`src/rtl/mips_pkg.sv`:
```
// -----------------------------------------------------------------------------
// mips_pkg
// Shared definitions for the 5-stage MIPS32 pipeline: opcode constants,
// instruction type codes, datapath word width and the NOP encoding.
// No ports (package).
// -----------------------------------------------------------------------------
package mips_pkg;

    localparam int WORD_W = 32;

    localparam logic [5:0] OP_ADD   = 6'b000000;
    localparam logic [5:0] OP_SUB   = 6'b000001;
    localparam logic [5:0] OP_AND   = 6'b000010;
    localparam logic [5:0] OP_OR    = 6'b000011;
    localparam logic [5:0] OP_SLT   = 6'b000100;
    localparam logic [5:0] OP_MUL   = 6'b000101;
    localparam logic [5:0] OP_HLT   = 6'b111111;
    localparam logic [5:0] OP_LW    = 6'b001000;
    localparam logic [5:0] OP_SW    = 6'b001001;
    localparam logic [5:0] OP_ADDI  = 6'b001010;
    localparam logic [5:0] OP_SUBI  = 6'b001011;
    localparam logic [5:0] OP_SLTI  = 6'b001100;
    localparam logic [5:0] OP_BNEQZ = 6'b001101;
    localparam logic [5:0] OP_BEQZ  = 6'b001110;

    typedef enum logic [2:0] {
        RR_ALU = 3'd0,
        RM_ALU = 3'd1,
        LOAD   = 3'd2,
        STORE  = 3'd3,
        BRANCH = 3'd4,
        HALT   = 3'd5,
        NOP    = 3'd6
    } instr_type_e;

    localparam logic [WORD_W-1:0] NOP_INSTR = 32'h0000_0000;

endpackage

```
`src/rtl/mips_fetch_fifo.sv`:
```
// -----------------------------------------------------------------------------
// mips_fetch_fifo
// Show-ahead prefetch FIFO, DEPTH entries of {instruction, npc}.
// Ports:
//   clk, rst     clock, asynchronous active-high reset
//   flush_i      clear all entries (wins over push/pop)
//   push_i       write data_i at tail (caller guarantees not full)
//   data_i       {ir, npc}
//   pop_i        drop head entry (caller guarantees not empty)
//   head_o       current head entry, valid when !empty_o
//   empty_o      FIFO holds no entries
//   count_o      number of entries held
// -----------------------------------------------------------------------------
module mips_fetch_fifo
    import mips_pkg::*;
#(
    parameter int DEPTH = 4
) (
    input  logic                         clk,
    input  logic                         rst,
    input  logic                         flush_i,
    input  logic                         push_i,
    input  logic [2*WORD_W-1:0]          data_i,
    input  logic                         pop_i,
    output logic [2*WORD_W-1:0]          head_o,
    output logic                         empty_o,
    output logic [$clog2(DEPTH+1)-1:0]   count_o
);

    localparam int PTR_W = (DEPTH > 1) ? $clog2(DEPTH) : 1;
    localparam int CNT_W = $clog2(DEPTH + 1);
    localparam logic [PTR_W-1:0] LAST = PTR_W'(DEPTH - 1);

    logic [2*WORD_W-1:0] mem_q [DEPTH];
    logic [PTR_W-1:0]    wr_ptr_q;
    logic [PTR_W-1:0]    rd_ptr_q;
    logic [CNT_W-1:0]    count_q;

    always_ff @(posedge clk or posedge rst) begin
        if (rst) begin
            wr_ptr_q <= '0;
            rd_ptr_q <= '0;
            count_q  <= '0;
        end else if (flush_i) begin
            wr_ptr_q <= '0;
            rd_ptr_q <= '0;
            count_q  <= '0;
        end else begin
            if (push_i) wr_ptr_q <= (wr_ptr_q == LAST) ? '0 : wr_ptr_q + PTR_W'(1);
            if (pop_i)  rd_ptr_q <= (rd_ptr_q == LAST) ? '0 : rd_ptr_q + PTR_W'(1);
            case ({push_i, pop_i})
                2'b10:   count_q <= count_q + CNT_W'(1);
                2'b01:   count_q <= count_q - CNT_W'(1);
                default: count_q <= count_q;
            endcase
        end
    end

    // Storage carries no reset; consumers qualify the head with empty_o.
    always_ff @(posedge clk) begin
        if (push_i && !flush_i) mem_q[wr_ptr_q] <= data_i;
    end

    assign head_o  = mem_q[rd_ptr_q];
    assign empty_o = (count_q == '0);
    assign count_o = count_q;

endmodule

```
`src/rtl/mips_fetch_unit.sv`:
```
// -----------------------------------------------------------------------------
// mips_fetch_unit
// Instruction fetch front-end: issues word requests to instruction memory,
// buffers in-order responses in a prefetch FIFO and hands {IR, NPC} to decode.
// Ports:
//   clk, rst               clock, asynchronous active-high reset
//   redirect, redirect_pc  taken-branch pulse and target word address
//   halt                   stop issuing fetches
//   imem_req/addr/gnt      request handshake to instruction memory
//   imem_rvalid/rdata      in-order response, one per granted request
//   id_valid/ir/npc        instruction and fetch address + 1 to decode
//   id_ready               decode accepts (low = stall)
// -----------------------------------------------------------------------------
module mips_fetch_unit
    import mips_pkg::*;
#(
    parameter int                DEPTH    = 4,
    parameter int                ADDR_W   = 10,
    parameter int                MAX_OUT  = 2,
    parameter logic [ADDR_W-1:0] RESET_PC = '0
) (
    input  logic              clk,
    input  logic              rst,
    input  logic              redirect,
    input  logic [ADDR_W-1:0] redirect_pc,
    input  logic              halt,
    output logic              imem_req,
    output logic [ADDR_W-1:0] imem_addr,
    input  logic              imem_gnt,
    input  logic              imem_rvalid,
    input  logic [WORD_W-1:0] imem_rdata,
    output logic              id_valid,
    output logic [WORD_W-1:0] id_ir,
    output logic [WORD_W-1:0] id_npc,
    input  logic              id_ready
);

    localparam int CNT_W = $clog2(DEPTH + 1);
    localparam int OUT_W = $clog2(MAX_OUT + 1);

    logic [ADDR_W-1:0]   pc_q, pc_d;
    logic [ADDR_W-1:0]   resp_pc_q, resp_pc_d;
    logic [OUT_W-1:0]    out_q, out_d;
    logic [OUT_W-1:0]    drop_q, drop_d;

    logic [CNT_W-1:0]    fifo_count;
    logic                fifo_empty;
    logic [2*WORD_W-1:0] fifo_head;
    logic [31:0]         occupancy;
    logic                rvalid_ok;
    logic                grant;
    logic                push;
    logic                pop;

    // A response with nothing outstanding is a protocol violation; ignore it.
    assign rvalid_ok = imem_rvalid && (out_q != '0);

    // Credit: buffered words plus in-flight requests never exceed FIFO depth,
    // so every response is guaranteed a free slot.
    assign occupancy = 32'(fifo_count) + 32'(out_q);
    assign imem_req  = !rst && !halt && !redirect
                       && (occupancy < 32'(DEPTH))
                       && (32'(out_q) < 32'(MAX_OUT));
    assign imem_addr = pc_q;
    assign grant     = imem_req && imem_gnt;

    assign id_valid = !fifo_empty && !redirect;
    assign pop      = id_valid && id_ready;
    assign push     = rvalid_ok && !redirect && (drop_q == '0);
    assign id_ir    = id_valid ? fifo_head[2*WORD_W-1:WORD_W] : '0;
    assign id_npc   = id_valid ? fifo_head[WORD_W-1:0]        : '0;

    always_comb begin
        pc_d      = pc_q;
        resp_pc_d = resp_pc_q;
        out_d     = out_q;
        drop_d    = drop_q;
        if (redirect) begin
            // Every request still in flight belongs to the old path.
            pc_d      = redirect_pc;
            resp_pc_d = redirect_pc;
            out_d     = out_q - OUT_W'(rvalid_ok);
            drop_d    = out_q - OUT_W'(rvalid_ok);
        end else begin
            if (grant) pc_d = pc_q + ADDR_W'(1);
            out_d = out_q + OUT_W'(grant) - OUT_W'(rvalid_ok);
            if (rvalid_ok) begin
                if (drop_q != '0) drop_d    = drop_q - OUT_W'(1);
                else              resp_pc_d = resp_pc_q + ADDR_W'(1);
            end
        end
    end

    always_ff @(posedge clk or posedge rst) begin
        if (rst) begin
            pc_q      <= RESET_PC;
            resp_pc_q <= RESET_PC;
            out_q     <= '0;
            drop_q    <= '0;
        end else begin
            pc_q      <= pc_d;
            resp_pc_q <= resp_pc_d;
            out_q     <= out_d;
            drop_q    <= drop_d;
        end
    end

    mips_fetch_fifo #(
        .DEPTH (DEPTH)
    ) u_fifo (
        .clk     (clk),
        .rst     (rst),
        .flush_i (redirect),
        .push_i  (push),
        .data_i  ({imem_rdata, 32'(resp_pc_q) + 32'd1}),
        .pop_i   (pop),
        .head_o  (fifo_head),
        .empty_o (fifo_empty),
        .count_o (fifo_count)
    );

    a_no_stray_rvalid: assert property (@(posedge clk) disable iff (rst)
        !(imem_rvalid && (out_q == '0)));

endmodule

```
`config.mk`:
```
export PLATFORM = sky130hd
export DESIGN_NAME = mips_fetch_unit
export DESIGN_NICKNAME = d
export VERILOG_FILES = /design/src/rtl/mips_pkg.sv /design/src/rtl/mips_fetch_fifo.sv /design/src/rtl/mips_fetch_unit.sv
export SDC_FILE = /design/constraint.sdc
export NUM_CORES = 1
export LEC_CHECK = 0
export CORE_MARGIN = 2
export CORE_UTILIZATION = 35
export CTS_CLUSTER_DIAMETER = 120
export DETAILED_ROUTE_END_ITERATION = 6
export GPL_TIMING_DRIVEN = 0
export PLACE_DENSITY = 0.54
export SETUP_SLACK_MARGIN = 0.4
export SYNTH_ARGS = -nofsm -noshare
export SYNTH_HDL_FRONTEND = slang
export SYNTH_HIERARCHICAL = 1
export SYNTH_SLANG_ARGS = --single-unit
```
`constraint.sdc`:
```
create_clock -name clk -period 5.2 [get_ports clk]
set_input_delay 0.52 -clock clk [delete_from_list [all_inputs] [get_ports clk]]
set_output_delay 0.52 -clock clk [all_outputs]
set_load 0.1 [all_outputs]
```
# Word level (Yosys, flattened, before mapping)
# Memories as Yosys holds them, arrays and structs flattened.
# Index checks and enable logic that the tools add are counted.
# totals
ram_bits,172
inputBits,49
mem_bits_ro,0
regBits,31
latch_bits,0
output_inout_bits,76
n_memories,1
# op_classes
n_lt_le_gt_ge,2
n_eq_ne,5
n_addsub,12
shifts,0
n_bitwise,0
mul,0
reduce_logical,27
n_mux,21
div,0
# memory_table
memory,depth,width,rd,rd_ports_with_merged_regs,write_ports,line_no,source
u_fifo.mem_q,4,43,1,0,1,mips_fetch_fifo.sv:34,logic [2*WORD_W-1:0] mem_q [DEPTH];
# op_table
operator,count
$mux W32,2
$mux W10,5
$add A10 B1 Y10 const B,2
$mux W2,10
$reduce_bool A2 Y1,7
$add A10 B1 Y11 const B,1
$logic_and A1 B1 Y1,11
$eq A2 B2 Y1 const B,3
$pmux W3 S2,1
$add A2 B1 Y2 const B,2
$add A3 B2 Y4,1
$logic_not A1 Y1,4
$lt A4 B3 Y1 const B,1
$reduce_and A2 Y1,2
$sub A2 B1 Y2,2
$add A3 B1 Y3 const B,1
$logic_not A3 Y1,1
$mux W3,1
$reduce_bool A3 Y1,1
$sub A3 B1 Y3 const B,1
$add A2 B1 Y2,1
$eq A2 B1 Y1 const B,1
$logic_not A2 Y1,1
$lt A2 B2 Y1 const B,1
3 further kinds,4

# Longest topological paths before layout
# logic_depth
word_depth,9
ltp_mapped,11

# By module
# The synthesis kept the hierarchy.
# by_module_without_submodules
module,area_each_um2,cells_per_inst,instances
mips_fetch_fifo,9690.5,380,1
mips_fetch_unit,1981.9,243,1

# Worst setup path after synthesis
# OpenSTA, ideal clock, no wires.
# synth_path
path_kind,reg2reg
start,register drop_q[0]
end,memory u_fifo/mem_q[0][0] (netlist name) (enable)
t_arrival_ns,2.885
path_slack_ns,1.886
stages_incl_launch_ff,9
path_buffers,2
t_required_ns,4.771
path_cell_list,dfrtp_1 -> inv_1 -> ha_1 -> o211ai_1 -> clkbuf_1 -> nor2_1 -> buf_2 -> nor2b_1 -> and2_1
# synth_via
elab_chain_cells,5
# synth_lines
item,line_no,source
from (decl),mips_fetch_unit.sv:44,"logic [OUT_W-1:0] drop_q, drop_d;"
from (signal assigned),mips_fetch_unit.sv:104,drop_q <= drop_d;
$logic_not A2 Y1,mips_fetch_unit.sv:69,assign push = rvalid_ok && !redirect && (drop_q == '0);
$logic_and A1 B1 Y1,mips_fetch_unit.sv:69,
via push,mips_fetch_unit.sv:52,logic push;
$logic_and A1 B1 Y1,mips_fetch_fifo.sv:61,if (push_i && !flush_i) mem_q[wr_ptr_q] <= data_i;
$mux W1,mips_fetch_fifo.sv:61,
$mux W1 (not written as such),mips_fetch_fifo.sv:61,
to (decl),mips_fetch_fifo.sv:34,
# The timed path passes the listed nets, and every way through them passes these cells.

# Worst setup path after layout
# layout_path
start,"register u_fifo.count_q[0], in the netlist u_fifo/count_o[0]"
end,output id_ir[24]
# layout_via
elab_chain_cells,4
# layout_lines
item,line_no,source
from (decl),mips_fetch_fifo.sv:37,logic [CNT_W-1:0] count_q;
from (signal assigned),mips_fetch_fifo.sv:52,2'b10: count_q <= count_q + CNT_W'(1);
from (signal assigned),mips_fetch_fifo.sv:53,2'b01: count_q <= count_q - CNT_W'(1);
from (signal assigned),mips_fetch_fifo.sv:54,default: count_q <= count_q;
$logic_not A3 Y1,mips_fetch_fifo.sv:65,assign empty_o = (count_q == '0);
via fifo_empty,mips_fetch_unit.sv:47,logic fifo_empty;
$logic_not A1 Y1,mips_fetch_unit.sv:67,assign id_valid = !fifo_empty && !redirect;
$logic_and A1 B1 Y1,mips_fetch_unit.sv:67,
$mux W32,mips_fetch_unit.sv:70,assign id_ir = id_valid ? fifo_head[2*WORD_W-1:WORD_W] : '0;
to (decl),mips_fetch_unit.sv:33,"output logic [WORD_W-1:0] id_ir,"
# The timed path passes the listed nets, and every way through them passes these cells.

==> flow_metrics.py <==
metrics = {
    "critical_path": {
        "reg2reg_to": "u_fifo/mem_q[3][38]$_DFFE_PP_",
        "cp_max_fo": 10,
        "r2r_cells": 9,
        "crit_required_ns": 4.68,
        "cp-startpoint": "u_fifo/count_o[0]$_DFFE_PP0P_",
        "path_class": "reg2out",
        "critPathLaunchType": "flip-flop",
        "cp_cell_sequence": "nor3_1 > nor2_1 > buf_1 > clkbuf_1 > and2_1 > clkdlybuf4s50_1",
        "arrival_ns": 3.84,
        "cp-end-kind": "output pin",
        "max_stage_delay_ns": 1.14,
        "cp_slowest_cell": "clkdlybuf4s50_1",
        "endpoint": "id_ir[24]",
        "regToRegSetupSlack_ns": 2.32,
        "r2r-start": "drop_q[0]$_DFFE_PP0P_",
    },
    "sta": {
        "final.setup.tns_ns": 0,
        "skew_ns": 0.0100,
        "rsz0062_at_grt": "no",
        "fin_crit_ns": 4.36,
        "worstMarginPinSlew_ns": 1.11,
        "setup_ws_ns": 0.844,
        "relSlewSlack_pct": 25.6,
        "setup_violations": 0,
        "max_freq_mhz": 230,
        "hold_viol": 0,
        "fin_crit_sh_pct": 83.8,
        "report.final.slew_viol_count": 0,
    },
    "global_route": {
        "grt_max_degree": 54,
        "busiest_layer": "met2",
        "grtUsageTotal_pct": 13.5,
        "grt_pass1_wl_um": 36600,
        "grtUsageMet2_pct": 22.3,
        "grt_util_met3_pct": 2.50,
        "antenna_found_initial": 0,
        "gr-total-overflow": 0,
        "grt_pass1_vias": 6400,
        "grt.met1_usage_pct": 18.7,
    },
    "drt": {
        "drt-total-wl_um": 23100,
        "routed_via_density": 4.46,
        "drc_errors": 0,
        "antenna_left": 0,
        "drt_iter0_markers": 340,
        "via_count": 5947,
        "drt_pass1_iterations": 4,
        "wire_per_inst_um": 17.3,
    },
    "final_layout": {
        "ff_latch_area_um2": 8460,
        "area_growth_pct": 27.7,
        "mostFrequentLayoutCells": "edfxtp_1 (256), clkdlybuf4s50_1 (123), conb_1 (84)",
        "fin_nets": 928,
        "drive_above_1_share_pct": 16.0,
        "fin_area_um2": 14900,
        "final_common_cell": "edfxtp_1",
        "fillers": 2873,
        "multi_input_area_um2": 3290,
        "final_cells": 1332,
        "diodes": 0,
    },
    "clocking": {
        "cts_tree": "yes",
        "clock_latency_ns": 0.54,
        "path_clk_slew_ns": 0.06,
        "cts_resized": 0,
        "cts_buffers": 31,
        "cts_sinks": 287,
        "clk_path_buf_depth": 3,
        "cts_setup_buffers": 0,
        "postCtsHoldBufs": 0,
        "htreeDepth": 1,
        "cts_root_buffer": "clkbuf_16",
    },
    "status": {
        "status": "completed",
    },
    "power": {
        "max-vdd-ir-drop_v": 0.000272,
        "cellInternalPower_mw": 4.27,
        "netSwitchingFraction_pct": 27.9,
        "power_mw": 5.93,
        "comb_power_share_pct": 18.9,
        "p_leak_nw": 5.03,
        "p_clk_share_pct": 36.4,
        "p_sw_mw": 1.66,
        "power_frac_seq_pct": 44.7,
        "powerDensity_nw_per_um2": 398,
    },
    "place": {
        "placed_cells": 1275,
        "placed_area_um2": 13900,
        "place_ws_ns": 1.06,
        "io_buffer_count": 123,
        "dp_hpwl_um": 14800,
        "gp_routability_congestion": 0.756,
    },
    "hold_path": {
        "hp-class": "in2async",
    },
    "yosys": {
        "synthTopCellsByArea": "edfxtp_1 (66%), mux4_2 (12%), dfrtp_1 (6.6%), and2_1 (3.7%), ha_1 (1.3%)",
        "async_flop_share_pct": 10.8,
        "yosys.area.top_type": "edfxtp_1",
        "synth_edf_count": 256,
        "ys_seq_area_share_pct": 72.5,
        "synth.top_cell.area_share_pct": 65.9,
        "yosysWarnings": 6,
        "ys_ff_latch": 287,
        "syn_area_um2": 11700,
        "postSynthAreaPerCell_um2": 18.7,
        "synth.distinct_cells": 45,
        "synth_ff_type": "edfxtp_1",
        "syn_inst": 623,
    },
    "floorplan": {
        "die_height_um": 187,
        "die_w_um": 187,
        "core_area_um2": 32700,
        "rows": 66,
        "dieArea_um2": 34800,
        "initial_core_util_pct": 35.7,
        "num_io_pins": 125,
    },
    "job": {
        "drv_cap": 0,
    },
}
## final cells by class
| class | instances | area share, % |
|---|---|---|
| repair buffers | 127 | 8.95 |
| well taps | 442 | 3.71 |
| inverters | 15 | 0.378 |
| clock buffers | 38 | 5.58 |
| flip-flops and latches | 287 | 56.8 |
| multi-input cells | 371 | 22.1 |
| clock inverters | 19 | 1.27 |
| plain buffers | 33 | 1.26 |
## power by group through the flow
| stage | registers (mW) | logic, mW | clock network [mW] |
|---|---|---|---|
| 3_5_place_dp | 2.70 | 1.13 | 0 |
| 4_1_cts | 2.65 | 1.14 | 2.23 |
| 6_report | 2.65 | 1.12 | 2.16 |
| 5_1_grt | 2.66 | 1.20 | 2.31 |
| 3_3_place_gp | 2.70 | 1.13 | 0 |
| 2_1_floorplan | 2.75 | 0.786 | 0 |
## how the worst min path moves through the flow
stage,endpoint,from,cells past startpoint
3_3_place_gp,u_fifo/wr_ptr_q[1]$_DFFE_PP0P_,u_fifo/wr_ptr_q[1]$_DFFE_PP0P_,2
6_report,u_fifo/count_o[0]$_DFFE_PP0P_,rst,2
3_5_place_dp,drop_q[0]$_DFFE_PP0P_,drop_q[0]$_DFFE_PP0P_,2
5_1_grt,u_fifo/count_o[0]$_DFFE_PP0P_,rst,2
2_1_floorplan,u_fifo/count_o[0]$_DFFE_PP0P_,rst,1
4_1_cts,u_fifo/count_o[0]$_DFFE_PP0P_,rst,2
## worst max-delay path, delay by kind of cell, from the launching register on
family	cells	cell delay, ns
buffers and inverters	3	2.12
AND/OR/NAND/NOR	3	0.73
flip-flops	1	0.43
## cell families (layout without fill, tap and decap cells)
family                   after synthesis  in the layout  synth area share [%]
XOR/XNOR                              23             23                  1.73
multiplexers                          74             74                  13.2
buffers and inverters                 48            232                  2.09
AO/OA/AOI/OAI                         33             33                  1.89
AND/OR/NAND/NOR                      144            144                  7.05
other                                  1             84                0.0321
adder cells (fa/ha/maj)               13             13                  1.46
flip-flops                           287            287                  72.5
## sequential cells by signal, indices dropped and copies added (netlist names)
register	flops
u_fifo/count_o	3
out_q	2
u_fifo/rd_ptr_q	2
u_fifo/mem_q	256
imem_addr	10
resp_pc_q	10
u_fifo/wr_ptr_q	2
drop_q	2
## Yosys cell counts, types with 2 or more instances
master / count
buf_2: 8
nand2b_1: 4
nor3_1: 11
nor3b_1: 2
and2_1: 69
nor2b_1: 2
a21boi_0: 3
o21ai_0: 11
buf_4: 2
clkbuf_1: 14
edfxtp_1: 256
mux2_2: 4
or3_1: 2
xnor2_1: 14
mux2i_1: 6
nand3_1: 7
o31a_1: 5
nor2_1: 24
ha_1: 12
a21oi_1: 4
buf_6: 6
mux4_2: 64
nand4_1: 3
dfrtp_1: 31
xor2_1: 9
a221o_1: 2
a31oi_1: 3
and3_1: 2
buf_1: 2
nor4_1: 3
inv_1: 15
nand2_1: 10
## metrics by stage
step           util, %  hold WS, ns
5_1_grt           45.6        0.344
4_1_cts           45.6        0.308
3_3_place_gp      42.1        0.573
2_1_floorplan        -        0.323
3_5_place_dp      42.4        0.571
6_report          45.6        0.314
## layer usage
layer  wire length (µm)  vias to the layer above
met4                390                        0
met3               1170                       38
met5                  0                        -
met2              11000                      144
li1                   -                     2840
met1              10600                     2925
Power figures use the tool's default switching activity.
